### src/rtl/gb_serial_link.sv
// Game Boy link-port serial unit (SB/SC). It shifts 8 bits MSB-first as the clock master
// on an internal shift clock, or as the slave on the partner's synchronised clock.
module gb_serial_link #(
    parameter int HALF_PERIOD = 256
) (
    input  logic       clk,
    input  logic       reset,
    input  logic       cpu_sel_sb,
    input  logic       cpu_sel_sc,
    input  logic       cpu_wr,
    input  logic [7:0] cpu_di,
    output logic [7:0] cpu_do,
    output logic       irq,
    input  logic       ser_clk_in,
    input  logic       ser_in,
    output logic       ser_clk_out,
    output logic       ser_clk_oe,
    output logic       ser_out
);

    localparam int              PH_W    = $clog2(HALF_PERIOD);
    localparam logic [PH_W-1:0] PH_LAST = PH_W'(HALF_PERIOD - 1);

    localparam logic [1:0] ST_IDLE   = 2'd0;
    localparam logic [1:0] ST_MASTER = 2'd1;
    localparam logic [1:0] ST_SLAVE  = 2'd2;

    logic [7:0]      sb_q, sb_d;
    logic            start_q, start_d;
    logic            clk_sel_q, clk_sel_d;
    logic [2:0]      cnt_q, cnt_d;
    logic [PH_W-1:0] ph_q, ph_d;
    logic            clk_out_q, clk_out_d;
    logic            ser_out_q, ser_out_d;
    logic            irq_q, irq_d;
    logic            clk_s1_q, clk_s2_q, clk_s3_q;
    logic            din_s1_q, din_s2_q;

    logic [1:0] state;
    logic       tick;
    logic       fall;
    logic       rise;
    logic       wr_sb;
    logic       wr_sc;

    assign wr_sb = cpu_wr && cpu_sel_sb;
    assign wr_sc = cpu_wr && cpu_sel_sc;

    // NOTE: every signal assigned in always_comb gets a default first, so no latch is inferred.
    always_comb begin
        state     = !start_q ? ST_IDLE : (clk_sel_q ? ST_MASTER : ST_SLAVE);
        tick      = (ph_q == PH_LAST);
        fall      = 1'b0;
        rise      = 1'b0;
        sb_d      = sb_q;
        start_d   = start_q;
        clk_sel_d = clk_sel_q;
        cnt_d     = cnt_q;
        ph_d      = ph_q;
        clk_out_d = clk_out_q;
        ser_out_d = ser_out_q;
        irq_d     = 1'b0;

        case (state)
            ST_MASTER: begin
                ph_d = tick ? '0 : ph_q + PH_W'(1);
                if (tick) begin
                    clk_out_d = ~clk_out_q;
                    fall      = clk_out_q;
                    rise      = ~clk_out_q;
                end
            end
            ST_SLAVE: begin
                fall = clk_s3_q & ~clk_s2_q;
                rise = ~clk_s3_q & clk_s2_q;
            end
            default: ;
        endcase

        if (fall) begin
            ser_out_d = sb_q[7];
        end
        if (rise) begin
            sb_d  = {sb_q[6:0], din_s2_q};
            cnt_d = cnt_q + 3'd1;
            if (cnt_q == 3'd7) begin
                start_d = 1'b0;
                irq_d   = 1'b1;
            end
        end

        if (wr_sb && !start_q) begin
            sb_d = cpu_di;
        end

        // An SC write overrides everything this cycle, including a coincident completion.
        if (wr_sc) begin
            sb_d      = sb_q;
            clk_sel_d = cpu_di[0];
            start_d   = cpu_di[7];
            cnt_d     = 3'd0;
            ph_d      = '0;
            clk_out_d = 1'b1;
            irq_d     = 1'b0;
            ser_out_d = cpu_di[7] ? sb_q[7] : ser_out_q;
        end
    end

    // NOTE: sequential state uses non-blocking assignments only, so all flops update together.
    always_ff @(posedge clk or posedge reset) begin
        if (reset) begin
            sb_q      <= 8'h00;
            start_q   <= 1'b0;
            clk_sel_q <= 1'b0;
            cnt_q     <= 3'd0;
            ph_q      <= '0;
            clk_out_q <= 1'b1;
            ser_out_q <= 1'b1;
            irq_q     <= 1'b0;
            clk_s1_q  <= 1'b1;
            clk_s2_q  <= 1'b1;
            clk_s3_q  <= 1'b1;
            din_s1_q  <= 1'b1;
            din_s2_q  <= 1'b1;
        end else begin
            sb_q      <= sb_d;
            start_q   <= start_d;
            clk_sel_q <= clk_sel_d;
            cnt_q     <= cnt_d;
            ph_q      <= ph_d;
            clk_out_q <= clk_out_d;
            ser_out_q <= ser_out_d;
            irq_q     <= irq_d;
            clk_s1_q  <= ser_clk_in;
            clk_s2_q  <= clk_s1_q;
            clk_s3_q  <= clk_s2_q;
            din_s1_q  <= ser_in;
            din_s2_q  <= din_s1_q;
        end
    end

    always_comb begin
        if (cpu_sel_sb) begin
            cpu_do = sb_q;
        end else if (cpu_sel_sc) begin
            cpu_do = {start_q, 6'h3F, clk_sel_q};
        end else begin
            cpu_do = 8'hFF;
        end
    end

    assign irq         = irq_q;
    assign ser_clk_out = clk_out_q;
    assign ser_clk_oe  = clk_sel_q;
    assign ser_out     = ser_out_q;

endmodule

### config.mk
export PLATFORM = sky130hd
export DESIGN_NAME = gb_serial_link
export DESIGN_NICKNAME = d
export VERILOG_FILES = /design/src/rtl/gb_serial_link.sv
export SDC_FILE = /design/constraint.sdc
export NUM_CORES = 1
export LEC_CHECK = 0
export CORE_AREA = 2 2 61 63
export CTS_CLUSTER_DIAMETER = 40
export DETAILED_ROUTE_END_ITERATION = 8
export DIE_AREA = 0 0 63 65
export PLACE_DENSITY_LB_ADDON = 0.3
export SLEW_MARGIN = 20
export SYNTH_ARGS = -nofsm -noshare
export SYNTH_HDL_FRONTEND = slang
export SYNTH_SLANG_ARGS = --single-unit
### constraint.sdc
create_clock -name clk -period 2.7 [get_ports clk]
set_clock_uncertainty 0.15 [all_clocks]
set_input_delay 0.27 -clock clk [delete_from_list [all_inputs] [get_ports clk]]
set_output_delay 0.27 -clock clk [all_outputs]
set_load 0.01 [all_outputs]
==> impl_metrics.toml, run 1 <==
[timing]
setup_viol = 0
final.setup.tns_ns = 0
finalWorstSetupSlack_ns = 0.504
fin_crit_sh_pct = 81.3
hold_violations = 0
grt_setup_unrepaired = "false"
relSlewSlack_pct = 71.0
fmax_mhz = 455
period_needed_ns = 2.20
worst_pin_slew_ns = 0.435
slew_viol_final = 0
whs_ns = 0.137

[clock_network]
cts.path.max_buffers = 2
clk_pin_slew_worst_paths_ns = 0.10
clk_latency_ns = 0.33
cts_setup_buffers = 0
cts_resized = 0
clockRootBuffer = "clkbuf_4"
numCtsBuffers = 5
hold_buffers = 0
cts_tree = "built"
clock_sinks = 29
htree_levels = 2

[worst_setup_path]
worstReg2RegEnd = "sb_q[7]"
r2r_cells = 5
cp-end-kind = "output port"
crit_type = "in2out"
crit_top_cell = "clkdlybuf4s50_1"
r2r-start = "ph_q[0]"
critical_path_required_ns = 2.28
critPathLaunch = "cpu_sel_sb"
worst_path_largest_cell_delay_ns = 0.71
slowest_stage = "clkdlybuf4s50_1"
critical_path_arrival_ns = 1.78
worstPathCellList = "clkdlybuf4s50_1, nor3b_1, a21oi_1, clkdlybuf4s50_1"
ff2ff_setup_slack_ns = 0.62
crit_path_start_kind = "primary input"
cp-endpoint = "cpu_do[7]"
crit_fanout = 11

[detailed_routing]
vias_per_cell = 5.35
totalWireLength_um = 3050
drc = 0
routed.top_layer = "met4"
dr_total_vias = 1166
wl_per_cell_um = 14.0
first_pass_iters = 4
postRouteAntennaNets = 0
drtIter0Drc = 65
route.met3.wl_um = 169
drt-met1-wl_um = 1450
dr_wl_met2_um = 1370

[synthesis]
ys_seq_area_share_pct = 48.9
synth.distinct_cells = 40
synthCells = 140
synth_area_um2 = 1500
synth_seq_cells = 29
yosysWarnings = 0
synth_area_per_cell_um2 = 10.7
synth_fp_nets = 158

[pwr]
power.total_mw = 1.03
p_leak_nw = 0.746
peakVddDrop_mv = 0.315
p_per_area_nw_per_um2 = 552

[floorplan]
die_h_um = 65
die_width_um = 63
coreArea_um2 = 3500
ios = 27
start_util_pct = 43.0
die_area_um2 = 4100
rows = 22

[placement]
place_congestion = 0.757
post_dp_cell_area_um2 = 1810
dpl.hpwl_um = 2150
pre_cts_ws_ns = 0.522
port-buffer-count = 26
dp_cells = 210

[final_layout]
design_area_um2 = 1860
synthToLayoutAreaGrowth_pct = 23.9
final_util_pct = 53.3
drive_gt1_share_pct = 20.6
num_antenna_cells = 0
fin_nets = 187
final_cells = 218

[grt]
grt_util_all_layers_pct = 16.9
grt_max_degree = 30
grt_pass1_wl_um = 5410
grt_pass1_vias = 1146
grt_antenna_before_repair = 0
grt.overflow.total = 0

[flow_run]
drv_cap = 0

[hold_path]
hp-class = "in2async"

[status]
outcome = "completed"
==> how the worst min path moves through the flow <==
stage	slack, ns	to	cells past startpoint	start
floorplan	0.12	clk_s1_q	0	ser_clk_in
global placement	0.20	din_s2_q	0	din_s1_q
detailed placement	0.20	din_s2_q	0	din_s1_q
CTS	0.14	cnt_q[1]	3	reset
global route	0.16	cnt_q[1]	3	reset
finish	0.14	cnt_q[1]	3	reset
==> cells in the final DEF (no fill, tap or decap), drive strengths merged, types with 5 or more instances in the layout <==
cell type,Yosys,final
nand3,5,5
nand2b,15,15
nor2,8,8
clkdlybuf4s50,0,26
a21oi,8,8
o21ai,5,5
o221a,6,6
dfrtp,22,22
dfstp,7,7
nand2,16,16
clkbuf,3,5
==> cells by family after synthesis <==
group | after synthesis | share of synthesized area (%)
mux | 1 | 0.749
fa+ha+maj | 3 | 2.50
xor+xnor | 5 | 2.91
buf+inv | 9 | 2.58
simple gates | 63 | 24.6
flops | 29 | 48.9
compound gates | 30 | 17.8
==> per-layer routing <==
metal / vias up / track usage (%)
met4: 0 / 6.67
met1: 568 / 22.5
met2: 28 / 25.1
met5: - / 0
li1: 563 / -
met3: 7 / 5.73
==> sequential cells by signal, indices dropped and copies added (netlist names) <==
signal       flops
ph_q             8
sb_q             8
cnt_q            3
clk_s1_q         1
clk_s2_q         1
clk_s3_q         1
din_s1_q         1
din_s2_q         1
irq              1
ser_clk_oe       1
ser_clk_out      1
ser_out          1
start_q          1
==> where the power goes <==
part | switching (mW) | internal, mW | leakage (nW) | total, mW
registers | 0.0477 | 0.498 | 0.351 | 0.545
clock network | 0.156 | 0.0979 | 0.0310 | 0.254
logic | 0.0943 | 0.134 | 0.364 | 0.229
==> worst max-delay path, delay by kind of cell <==
kind / cells / cell delay, ns
AOI/OAI and AO/OA: 1 / 0.14
buffers and inverters: 2 / 1.27
and+or+nand+nor: 1 / 0.09
==> Yosys cell counts <==
library cell	number	area share (%)
a21oi_1	8	2.7
a311oi_1	4	2.3
a31oi_1	1	0.42
and2_1	2	0.83
and3_1	3	1.2
and3_2	1	0.50
and4bb_2	1	0.83
buf_2	1	0.33
buf_4	1	0.50
clkbuf_1	3	0.75
dfrtp_1	22	37
dfstp_2	7	12
ha_1	3	2.5
inv_1	4	1.0
mux2_2	1	0.75
nand2_1	15	3.7
nand2_2	1	0.42
nand2b_1	15	6.2
nand3_1	3	1.0
nand3_2	2	1.3
nand3b_1	1	0.50
nand4_1	1	0.42
nand4_4	1	1.4
nand4bb_1	1	0.75
nor2_1	8	2.0
nor3_1	4	1.3
nor3b_1	2	1.0
o21ai_0	4	1.3
o21ai_4	1	1.1
o221a_2	6	4.5
o22ai_1	1	0.42
o31ai_1	1	0.50
o31ai_4	1	1.4
o32a_4	1	1.5
o32ai_1	1	0.58
o32ai_2	1	1.1
or2_2	1	0.42
or4_2	1	0.58
xnor2_1	2	1.2
xor2_1	3	1.7
==> area by class of cell <==
class	instances	area, um^2
inverters	4	15.0
flip-flops and latches	29	734
well taps	48	60.1
multi-input cells	102	729
fillers	328	1630
repair buffers	27	268
clock inverters	3	17.5
clock buffers	5	37.5
(Power assumes the default switching activity.)
==> run 2: changes to the inputs <==
Clock period 2.7 ns to 2.2 ns, I/O delays scaled along.
==> impl_metrics.toml, run 2 (synthesized netlist as in run 1, its figures left out) <==
[clock_network]
cts.path.max_buffers = 2
cts_resized = 0
cts_setup_buffers = 0
cts_tree = "built"
clk_pin_slew_worst_paths_ns = 0.09
clock_sinks = 29
clockRootBuffer = "clkbuf_4"
clk_latency_ns = 0.32
hold_buffers = 0
numCtsBuffers = 5
htree_levels = 2

[worst_setup_path]
worstReg2RegEnd = "sb_q[7]"
worstPathCellList = "nor3b_1, a21oi_1, clkdlybuf4s50_1"
cp-end-kind = "output port"
cp_num_buf_inv = 1
ff2ff_setup_slack_ns = 0.22
critical_path_arrival_ns = 1.69
critPathLaunch = "ser_clk_oe"
critPathTopFamily = "flip-flops"
r2r_cells = 5
crit_type = "reg2out"
r2r-start = "ph_q[0]"
crit_path_start_kind = "register"
crit_fanout = 12
slowest_stage = "dfrtp_1"
critical_path_required_ns = 1.83
worst_path_largest_cell_delay_ns = 0.58

[timing]
slew_viol_final = 0
relSlewSlack_pct = 71.0
fin_crit_sh_pct = 93.5
setup_viol = 0
hold_violations = 0
fmax_mhz = 486
worst_pin_slew_ns = 0.435
final.setup.tns_ns = 0
grt_setup_unrepaired = "false"
period_needed_ns = 2.06

[status]
outcome = "completed"

[detailed_routing]
drc = 0
postRouteAntennaNets = 0
wl_per_cell_um = 14.2
vias_per_cell = 5.44
drtIter0Drc = 71
dr_total_vias = 1202
first_pass_iters = 4
totalWireLength_um = 3140

[final_layout]
fin_nets = 190
drive_gt1_share_pct = 22.0
final_cells = 221
largestRegisters = "ph_q: 8 flops, sb_q: 8 flops, cnt_q: 3 flops"
mostFrequentLayoutCells = "clkdlybuf4s50_1, dfrtp_1, nand2_1, nand2b_1"
synthToLayoutAreaGrowth_pct = 26.4
num_antenna_cells = 0
final_common_cell = "clkdlybuf4s50_1"
n_fill_cell = 325

[floorplan]
start_util_pct = 43.0
rows = 22
coreArea_um2 = 3500
die_width_um = 63
die_area_um2 = 4100
ios = 27
die_h_um = 65

[grt]
grt.overflow.total = 0
grt_antenna_before_repair = 0
grt_pass1_wl_um = 5380
grt_util_all_layers_pct = 16.8
grt_max_degree = 30
grt_pass1_vias = 1145

[flow_run]
drv_cap = 0

[pwr]
p_leak_nw = 0.770
peakVddDrop_mv = 0.442
p_per_area_nw_per_um2 = 695

[placement]
port-buffer-count = 26
dp_cells = 213
dpl.hpwl_um = 2270
place_congestion = 0.804

[hold_path]
hp-class = "in2async"
-- run 2: cell count changes in the layout (fill, tap and decap cells not counted), sizes merged --
cell	before	now
buf	1	4
clkbuf	5	7
clkinv	2	1
clkinvlp	1	0
-- run 2: final cells by class --
type                       count  area, um^2  share of cell area, %
sequential                    29         734                   38.7
multi-input combinational    102         729                   38.4
timing repair buffer          30         290                   15.3
clock buffer                   7        65.1                   3.43
tap                           48        60.1                   3.16
inverter                       4        15.0                  0.791
clock inverter                 1        5.00                  0.264
-- run 2: stage by stage --
stage                     setup slack [ns]  cell area (um^2)  util, %  hold slack (ns)  power (mW)
after floorplan                      0.399              1500        -           0.0745       0.833
after global routing               0.00749              1900     54.3            0.130        1.40
after CTS                            0.121              1900     54.3            0.114        1.34
after detailed placement             0.182              1830     52.3            0.201       0.969
after global placement               0.219              1830     52.3            0.196       0.958
final                                0.143              1900     54.3            0.103        1.32
-- run 2: how the worst max path moves through the flow --
stage / endpoint / slack, ns / depth (start not counted)
final: cpu_do[0] / 0.14 / 3
after global routing: cpu_do[0] / 0.007 / 3
after CTS: cpu_do[0] / 0.12 / 3
after detailed placement: cpu_do[7] / 0.18 / 4
after global placement: cpu_do[0] / 0.22 / 4
after floorplan: sb_q[1] / 0.40 / 5
-- run 2: report_power, final --
group	switching (mW)	internal, mW	leakage [nW]
logic	0.116	0.168	0.377
registers	0.0592	0.611	0.351
clock network	0.180	0.185	0.0413
-- run 2: metal layers --
layer / share of wire (%) / routed length, um / global-route usage, %
met5: 0 / 0 / 0
met3: 5.3 / 166 / 5.73
met1: 46 / 1440 / 21.4
met2: 47 / 1490 / 26.6
met4: 1.5 / 47 / 5.83
-- run 2: worst register-to-register path, delay by kind of cell, from the launching register on --
kind                       cells  cell delay (ns)
AOI/OAI and AO/OA              2             0.68
and+or+nand+nor                2             0.38
DFF                            1             0.41
adders and majority gates      1             0.25
